**src/rtl/product_normalizer_if.sv**
```systemverilog
// Handshake and data bundle between the multiplier back end and the normalizer.
interface product_normalizer_if;
   logic        iValid;
   logic        oReady;
   logic [14:0] iMantP;
   logic [4:0]  iExpP;
   logic        oValid;
   logic        iReady;
   logic [9:0]  oMant;
   logic [4:0]  oExp;
   logic        oOvf;
   logic        oUnf;

   // Producer/consumer side (drives the product, accepts the result)
   modport master (
      output iValid, iMantP, iExpP, iReady,
      input  oReady, oValid, oMant, oExp, oOvf, oUnf
   );

   // Normalizer side
   modport slave (
      input  iValid, iMantP, iExpP, iReady,
      output oReady, oValid, oMant, oExp, oOvf, oUnf
   );
endinterface

```
**src/rtl/product_normalizer.sv**
```systemverilog
// Normalizes a 15-bit product mantissa to a 10-bit mantissa with its MSB set,
// shifting one bit per cycle, then rounds half up and range-checks the exponent.
module product_normalizer (
   input  logic                clkNorm,
   input  logic                iReset_n,
   product_normalizer_if.slave bus
);

   typedef enum logic [1:0] {IDLE, SHIFT, ROUND, DONE} state_t;

   state_t             state_q, state_d;
   logic [14:0]        w_q, w_d;
   logic signed [6:0]  x_q, x_d;
   logic [9:0]         mant_q, mant_d;
   logic [4:0]         exp_q, exp_d;
   logic               ovf_q, ovf_d;
   logic               unf_q, unf_d;
   logic               ready_q, ready_d;
   logic               valid_q, valid_d;

   logic [10:0]        t;
   logic signed [6:0]  eo;
   logic [9:0]         rnd_mant;

   // Rounding datapath: top 10 bits plus the next bit, exponent kept 7-bit
   // signed so the range check sees the true value before truncation.
   always_comb begin
      t        = {1'b0, w_q[14:5]} + {10'd0, w_q[4]};
      eo       = x_q + 7'sd5;
      rnd_mant = t[9:0];
      if (t[10]) begin
         rnd_mant = 10'h200;
         eo       = x_q + 7'sd6;
      end
   end

   // Next-state and next-output logic for the shift/round sequencer
   always_comb begin
      state_d = state_q;
      w_d     = w_q;
      x_d     = x_q;
      mant_d  = mant_q;
      exp_d   = exp_q;
      ovf_d   = ovf_q;
      unf_d   = unf_q;
      unique case (state_q)
         IDLE: begin
            if (bus.iValid) begin
               w_d     = bus.iMantP;
               x_d     = {{2{bus.iExpP[4]}}, bus.iExpP};
               state_d = SHIFT;
            end
         end
         SHIFT: begin
            if (w_q[14] || (w_q == 15'd0)) begin
               state_d = ROUND;
            end else begin
               w_d = {w_q[13:0], 1'b0};
               x_d = x_q - 7'sd1;
            end
         end
         ROUND: begin
            ovf_d = 1'b0;
            unf_d = 1'b0;
            if (w_q == 15'd0) begin
               mant_d = 10'd0;
               exp_d  = 5'd0;
            end else if (eo > 7'sd15) begin
               mant_d = 10'h3FF;
               exp_d  = 5'b01111;
               ovf_d  = 1'b1;
            end else if (eo < -7'sd16) begin
               mant_d = 10'd0;
               exp_d  = 5'd0;
               unf_d  = 1'b1;
            end else begin
               mant_d = rnd_mant;
               exp_d  = eo[4:0];
            end
            state_d = DONE;
         end
         DONE: begin
            if (bus.iReady) state_d = IDLE;
         end
         default: state_d = IDLE;
      endcase
      ready_d = (state_d == IDLE);
      valid_d = (state_d == DONE);
   end

   // State and registered outputs; reset discards any word in flight
   always_ff @(posedge clkNorm or negedge iReset_n) begin
      if (!iReset_n) begin
         state_q <= IDLE;
         w_q     <= 15'd0;
         x_q     <= 7'sd0;
         mant_q  <= 10'd0;
         exp_q   <= 5'd0;
         ovf_q   <= 1'b0;
         unf_q   <= 1'b0;
         ready_q <= 1'b1;
         valid_q <= 1'b0;
      end else begin
         state_q <= state_d;
         w_q     <= w_d;
         x_q     <= x_d;
         mant_q  <= mant_d;
         exp_q   <= exp_d;
         ovf_q   <= ovf_d;
         unf_q   <= unf_d;
         ready_q <= ready_d;
         valid_q <= valid_d;
      end
   end

   assign bus.oReady = ready_q;
   assign bus.oValid = valid_q;
   assign bus.oMant  = mant_q;
   assign bus.oExp   = exp_q;
   assign bus.oOvf   = ovf_q;
   assign bus.oUnf   = unf_q;

endmodule

```
**src/flat_wrapper.sv**
```systemverilog
// flat-port wrapper written by rule: the top's interface ports become plain ports
module product_normalizer_flat 
  (clkNorm, iReset_n, bus_iValid, bus_iMantP, bus_iExpP, bus_iReady, bus_oReady, bus_oValid, bus_oMant, bus_oExp, bus_oOvf, bus_oUnf);
  product_normalizer_if bus_i ();
  input  logic clkNorm;
  input  logic iReset_n;
  input wire logic [$bits(bus_i.iValid)-1:0] bus_iValid;
  input wire logic [$bits(bus_i.iMantP)-1:0] bus_iMantP;
  input wire logic [$bits(bus_i.iExpP)-1:0] bus_iExpP;
  input wire logic [$bits(bus_i.iReady)-1:0] bus_iReady;
  output wire logic [$bits(bus_i.oReady)-1:0] bus_oReady;
  output wire logic [$bits(bus_i.oValid)-1:0] bus_oValid;
  output wire logic [$bits(bus_i.oMant)-1:0] bus_oMant;
  output wire logic [$bits(bus_i.oExp)-1:0] bus_oExp;
  output wire logic [$bits(bus_i.oOvf)-1:0] bus_oOvf;
  output wire logic [$bits(bus_i.oUnf)-1:0] bus_oUnf;
  assign bus_i.iValid = bus_iValid;
  assign bus_i.iMantP = bus_iMantP;
  assign bus_i.iExpP = bus_iExpP;
  assign bus_i.iReady = bus_iReady;
  assign bus_oReady = bus_i.oReady;
  assign bus_oValid = bus_i.oValid;
  assign bus_oMant = bus_i.oMant;
  assign bus_oExp = bus_i.oExp;
  assign bus_oOvf = bus_i.oOvf;
  assign bus_oUnf = bus_i.oUnf;
  product_normalizer u_core (.clkNorm(clkNorm), .iReset_n(iReset_n), .bus(bus_i));
endmodule
```
**config.mk**
```make
export PLATFORM = sky130hd
export DESIGN_NAME = product_normalizer_flat
export DESIGN_NICKNAME = d
export VERILOG_FILES = /design/src/rtl/product_normalizer_if.sv /design/src/rtl/product_normalizer.sv /design/src/flat_wrapper.sv
export SDC_FILE = /design/constraint.sdc
export NUM_CORES = 1
export LEC_CHECK = 0
export ABC_AREA = 1
export CORE_ASPECT_RATIO = 1.75
export CORE_MARGIN = 2
export CORE_UTILIZATION = 54
export DETAILED_ROUTE_END_ITERATION = 7
export PLACE_DENSITY = 0.81
export SYNTH_ARGS = -nofsm -noshare
export SYNTH_HDL_FRONTEND = slang
export SYNTH_SLANG_ARGS = --single-unit
```
**constraint.sdc**
```tcl
create_clock -name clkNorm -period 2.3 [get_ports clkNorm]
set_input_delay 0.23 -clock clkNorm [delete_from_list [all_inputs] [get_ports clkNorm]]
set_output_delay 0.23 -clock clkNorm [all_outputs]
set_load 0.02 [all_outputs]
```
## Word-level counts from Yosys, hierarchy flattened

Cells that the tools add are included.

| word-level totals | value |
|---|---|
| register bits after elaboration | 43 |
| bits in latches | 0 |
| RAM bits | 0 |
| bits in read-only memories | 0 |
| input bits | 24 |
| logic and storage cells | 50 |
| memories kept | 0 |

| cells by class | value |
|---|---|
| $add $sub $neg | 4 |
| multipliers | 0 |
| divide/modulo/power cells | 0 |
| magnitude comparators | 2 |
| eq/ne operators | 6 |
| shift operators | 0 |
| muxes and demuxes | 23 |
| bitwise gates (word level) | 0 |
| reductions and logical operators | 6 |

Operator list:

| kind | number |
|---|---|
| 10-bit 2-to-1 mux | 4 |
| 15-bit 2-to-1 mux | 2 |
| 15-bit case mux with 2 select lines | 1 |
| 7-bit 2-to-1 mux | 3 |
| 15-bit zero test | 1 |
| 5-bit 2-to-1 mux | 3 |
| 7-bit by 4-bit adder with 7-bit output, second input constant | 2 |
| 7-bit case mux with 2 select lines | 1 |
| 10-bit by 1-bit adder with 11-bit output | 1 |
| 2-bit case mux with 4 select lines | 1 |
| 7-bit by 5-bit greater-than comparator with 1-bit output, second input constant | 1 |
| 7-bit by 5-bit < comparator with 1-bit output, second input constant | 1 |
| 7-bit by 2-bit subtractor with 7-bit output, second input constant | 1 |
| 2-bit equality test, second input constant | 3 |
| 2-bit 2-to-1 mux | 3 |
| 1-bit 2-to-1 mux | 5 |
| 2-bit zero test | 2 |
| 2-bit != test, second input constant | 2 |
| 3-bit AND reduction | 1 |
| 2-bit by 1-bit equality test with 1-bit output, second input constant | 1 |
| 2-bit nonzero test | 1 |
| 1-bit logical OR | 1 |

## Logic depth before layout (Yosys ltp)

| depth | value |
|---|---|
| word-level depth | 6 |
| gate-level depth with buffers | 14 |

## Least setup slack after synthesis

No wires, ideal clock.

| timing | value |
|---|---|
| path kind | register -> register |
| start point | reg u_core.w_q[4] |
| end point | reg u_core.exp_q[0], in the netlist u_core.bus.oExp[0] |
| library setup time | 0.123 ns |
| data arrival time | 1.578 ns |
| data required time | 2.177 ns |
| slack | 0.599 ns |
| stages on the path, launching flop included | 12 |
| period minus slack after synthesis | 1.701 ns |
| cells stage by stage | dfrtp_1 ha_1 ha_1 inv_1 nor2_4 nand2_1 nand2_2 inv_2 nand2_4 nand3_4 buf_6 nand3_2 |

| on the way | value |
|---|---|
| cells in the longest elaborated chain, start to end | 6 |

RTL lines:

| element | line | text |
|---|---|---|
| start, declared | product_normalizer.sv:12 | `logic [14:0] w_q, w_d;` |
| start signal, assigned | product_normalizer.sv:105 | `w_q <= w_d;` |
| 10-bit by 1-bit adder with 11-bit output | product_normalizer.sv:28 | `t = {1'b0, w_q[14:5]} + {10'd0, w_q[4]};` |
| 7-bit 2-to-1 mux | product_normalizer.sv:31 | `if (t[10]) begin` |
| 7-bit by 5-bit < comparator with 1-bit output | product_normalizer.sv:72 | `end else if (eo < -7'sd16) begin` |
| 5-bit 2-to-1 mux | product_normalizer.sv:72 |  |
| 5-bit 2-to-1 mux | product_normalizer.sv:68 | `end else if (eo > 7'sd15) begin` |
| 5-bit 2-to-1 mux (*) | product_normalizer.sv:65 | `if (w_q == 15'd0) begin` |
| end signal, assigned | product_normalizer.sv:108 | `exp_q <= exp_d;` |
| end, declared | product_normalizer.sv:15 | `logic [4:0] exp_q, exp_d;` |

Mark *: on every way between the ends. The rest lies on a longest branch, timed or not.
A chain may end at the register's enable or synchronous reset.

## Worst setup path after layout

| timing | value |
|---|---|
| start point | reg u_core.x_q[2] |
| end point | reg u_core.mant_q[8], in the netlist u_core.bus.oMant[8] |

| on the way | value |
|---|---|
| cells in the longest elaborated chain, start to end | 6 |

RTL lines:

| element | line | text |
|---|---|---|
| start, declared | product_normalizer.sv:13 | `logic signed [6:0] x_q, x_d;` |
| start signal, assigned | product_normalizer.sv:96 | `x_q <= 7'sd0;` |
| start signal, assigned | product_normalizer.sv:106 | `x_q <= x_d;` |
| 7-bit by 4-bit adder with 7-bit output (on tied branches) | product_normalizer.sv:29, product_normalizer.sv:33 |  |
| 7-bit 2-to-1 mux (*) | product_normalizer.sv:31 |  |
| 7-bit by 5-bit < comparator with 1-bit output | product_normalizer.sv:72 |  |
| 10-bit 2-to-1 mux | product_normalizer.sv:72 |  |
| 10-bit 2-to-1 mux (*) | product_normalizer.sv:68 |  |
| 10-bit 2-to-1 mux (*) | product_normalizer.sv:65 |  |
| end signal, assigned | product_normalizer.sv:107 | `mant_q <= mant_d;` |
| end, declared | product_normalizer.sv:14 | `logic [9:0] mant_q, mant_d;` |

Marked as above.

==> flow_summary.json <==
{
  "status": "finished clean",
  "seq_area_um2": 1080,
  "die_area_um2": 5680,
  "start_kind": "flop",
  "final_util_pct": 66.3,
  "synthTopCellsByCount": "nand2_1, dfrtp_1, nor2_1",
  "drcViolationCount": 0,
  "drt_first_iter_violations": 73,
  "cts-buffers-inserted": 5,
  "synth.most_common_cell": "nand2_1",
  "cts_hold_buffers": 0,
  "grt_usage_pct": 22.2,
  "final_antenna_net_count": 0,
  "slew_headroom_pct": 36.7,
  "synthXorXnorAreaFrac_pct": 3.20,
  "vias": 2425,
  "drive_above_1_share_pct": 9.72,
  "start_util_pct": 55.5,
  "worstMarginPinSlew_ns": 0.949,
  "synth_fa_ha_area_share_pct": 3.65,
  "die_h_um": 98.2,
  "dpl.hpwl_um": 4240,
  "die_w_um": 57.8,
  "detail_route.first_pass.iterations": 4,
  "cp.arrival_ns": 2.11,
  "synth_edf_count": 0,
  "synth_compound_area_share_pct": 9.55,
  "grt_setup_unrepaired": "false",
  "min_period_over_period_pct": 84.0,
  "pin_count": 43,
  "postCtsSetupBuffers": 0,
  "via_per_inst": 5.09,
  "cap_violations": 0,
  "grt_max_degree": 45,
  "overflow": 0,
  "ys_ff_latch": 43,
  "synth_flop_cell": "dfrtp_1",
  "synth_top_area_cell": "dfrtp_1",
  "synth_mux_area_share_pct": 0,
  "post_cts_resized": 0,
  "skew_ns": 0.00496,
  "io_buffer_count": 42,
  "synth_top_area_share_pct": 38.4,
  "synthToLayoutAreaGrowth_pct": 19.4,
  "fill_cells": 453,
  "rows": 34,
  "synthTopCellsByArea": "dfrtp_1, nand2_1, o21ai_0, nor2_1, inv_1",
  "async_flop_share_pct": 100,
  "clk_transition_reported_paths_ns": 0.08,
  "final_nets": 453,
  "multi_input_area_um2": 1450,
  "fin_hold_ws_ns": 0.0673,
  "insertion_delay_ns": 0.30,
  "diodes": 0,
  "antenna_found_initial": 0,
  "yosys_warnings": 0,
  "synthCells": 382,
  "power_density_nw_per_um2": 1520,
  "root_buffer": "clkbuf_8",
  "clk_path_buf_depth": 2,
  "leakage_nw": 1.62,
  "synth_seq_area_share_pct": 39.3,
  "synth_area_um2": 2740,
  "fin_crit_ns": 1.93,
  "htreeDepth": 2,
  "setup_viol": 0,
  "synth-simple-area-share_pct": 36.6,
  "synth_top_family_by_area": "simple AND/OR/NAND/NOR gates",
  "vdd_drop_max_mv": 1.35,
  "first_global_vias": 2299,
  "clock-sinks": 43,
  "cp-end-kind": "flop",
  "ys_types": 27,
  "slew_viol_final": 0,
  "fmax_ghz": 0.517,
  "syn_avg_cell_area_um2": 7.17,
  "grt_pass1_wl_um": 10100,
  "gp_congestion": 0.887,
  "synthesis.nets": 414,
  "final-hold-violation-count": 0,
  "wl_per_cell_um": 11.8,
  "cts_tree": "built",
  "drt_wl_total_um": 5600,
  "path_class": "flop to flop",
  "hold_class": "primary input to asynchronous set/reset pin",
  "setup_tns_ns": 0,
  "critPathRequiredTime_ns": 2.48,
  "fp.coreArea_um2": 4930,
  "cp_max_fo": 16
}
-- power breakdown --
group | internal (mW) | switching, mW | leakage, nW
Clock | 0.213 | 0.267 | 0.0412
Sequential | 1.15 | 0.342 | 0.521
Combinational | 1.17 | 1.83 | 1.06
Total | 2.53 | 2.44 | 1.62
-- final cells by class --
type | instances | area share (%)
inverter | 37 | 4.25
timing repair buffer | 45 | 13.8
multi-input combinational | 289 | 44.4
sequential | 43 | 32.9
tap | 54 | 2.07
clock buffer | 6 | 2.22
clock inverter | 2 | 0.383
-- final timing paths --
check | startpoint | endpoint | slack [ns] | depth (start not counted)
setup / recovery | u_core.x_q[2]$_DFFE_PN0P_ | u_core.bus.oMant[8]$_DFFE_PN0N_ | 0.37 | 13
hold / removal | iReset_n | u_core.x_q[3]$_DFFE_PN0P_ | 0.07 | 1
setup reg to reg | u_core.x_q[2]$_DFFE_PN0P_ | u_core.bus.oMant[8]$_DFFE_PN0N_ | 0.37 | 13
hold reg to reg | u_core.w_q[2]$_DFFE_PN0P_ | u_core.w_q[2]$_DFFE_PN0P_ | 0.49 | 2
max in group asynchronous | iReset_n | u_core.state_q[0]$_DFF_PN0_ | 1.63 | 1
min in group clkNorm | u_core.w_q[2]$_DFFE_PN0P_ | u_core.w_q[2]$_DFFE_PN0P_ | 0.49 | 2
-- cells by family (layout without fill, tap and decap cells) --
logic type,after synthesis,after routing
DFF,43,43
and+or+nand+nor,220,220
adders and majority gates,8,8
xor gates and xnor gates,10,10
buffers and inverters,50,90
AOI/OAI and AO/OA,51,51
-- per-stage QoR --
| step | instances | instance area, um2 | setup slack (ns) | total power [mW] |
|---|---|---|---|---|
| floorplan | 382 | 2740 | 0.599 | 3.70 |
| global placement | 468 | 3190 | 0.476 | 4.41 |
| detailed placement | 468 | 3190 | 0.405 | 4.50 |
| CTS | 476 | 3270 | 0.383 | 4.99 |
| global route | 476 | 3270 | 0.163 | 5.50 |
| finish | 476 | 3270 | 0.367 | 4.97 |
-- worst max-delay path, cell delays in order, from the launching register on --
cell     delay (ns)
dfrtp_1        0.45
inv_1          0.22
ha_1           0.20
nand2_1        0.05
nand2_1        0.11
nand2_1        0.07
nand2_1        0.06
nand2_1        0.07
nand2_1        0.07
nand2_2        0.06
nand2_2        0.08
nand3_4        0.16
nand2_1        0.14
nand3_2        0.06
-- metal layers --
metal  GRT usage, %  share of wire, %
met1           26.3                42
met2           39.5                53
met5              0                 0
met3           2.78               2.5
met4           8.77               2.2
-- cells in the final DEF, fill, tap and decap left out, drive strengths merged, types with 5 or more instances in the layout --
cell	count
clkdlybuf4s50	41
nand4	5
inv	36
xor2	8
nand2	143
nand3	34
dfrtp	42
nor2	37
o21ai	40
clkbuf	6
ha	8
a21oi	10
-- sequential cells by signal, summed over array words and instances, names as in the netlist --
name               flops
u_core.bus.oOvf        1
u_core.bus.oReady      1
u_core.x_q             7
u_core.bus.oExp        5
u_core.w_q            15
u_core.bus.oMant      10
u_core.bus.oUnf        1
u_core.bus.oValid      1
u_core.state_q         2
No activity file was read; power rests on OpenSTA's default activity.
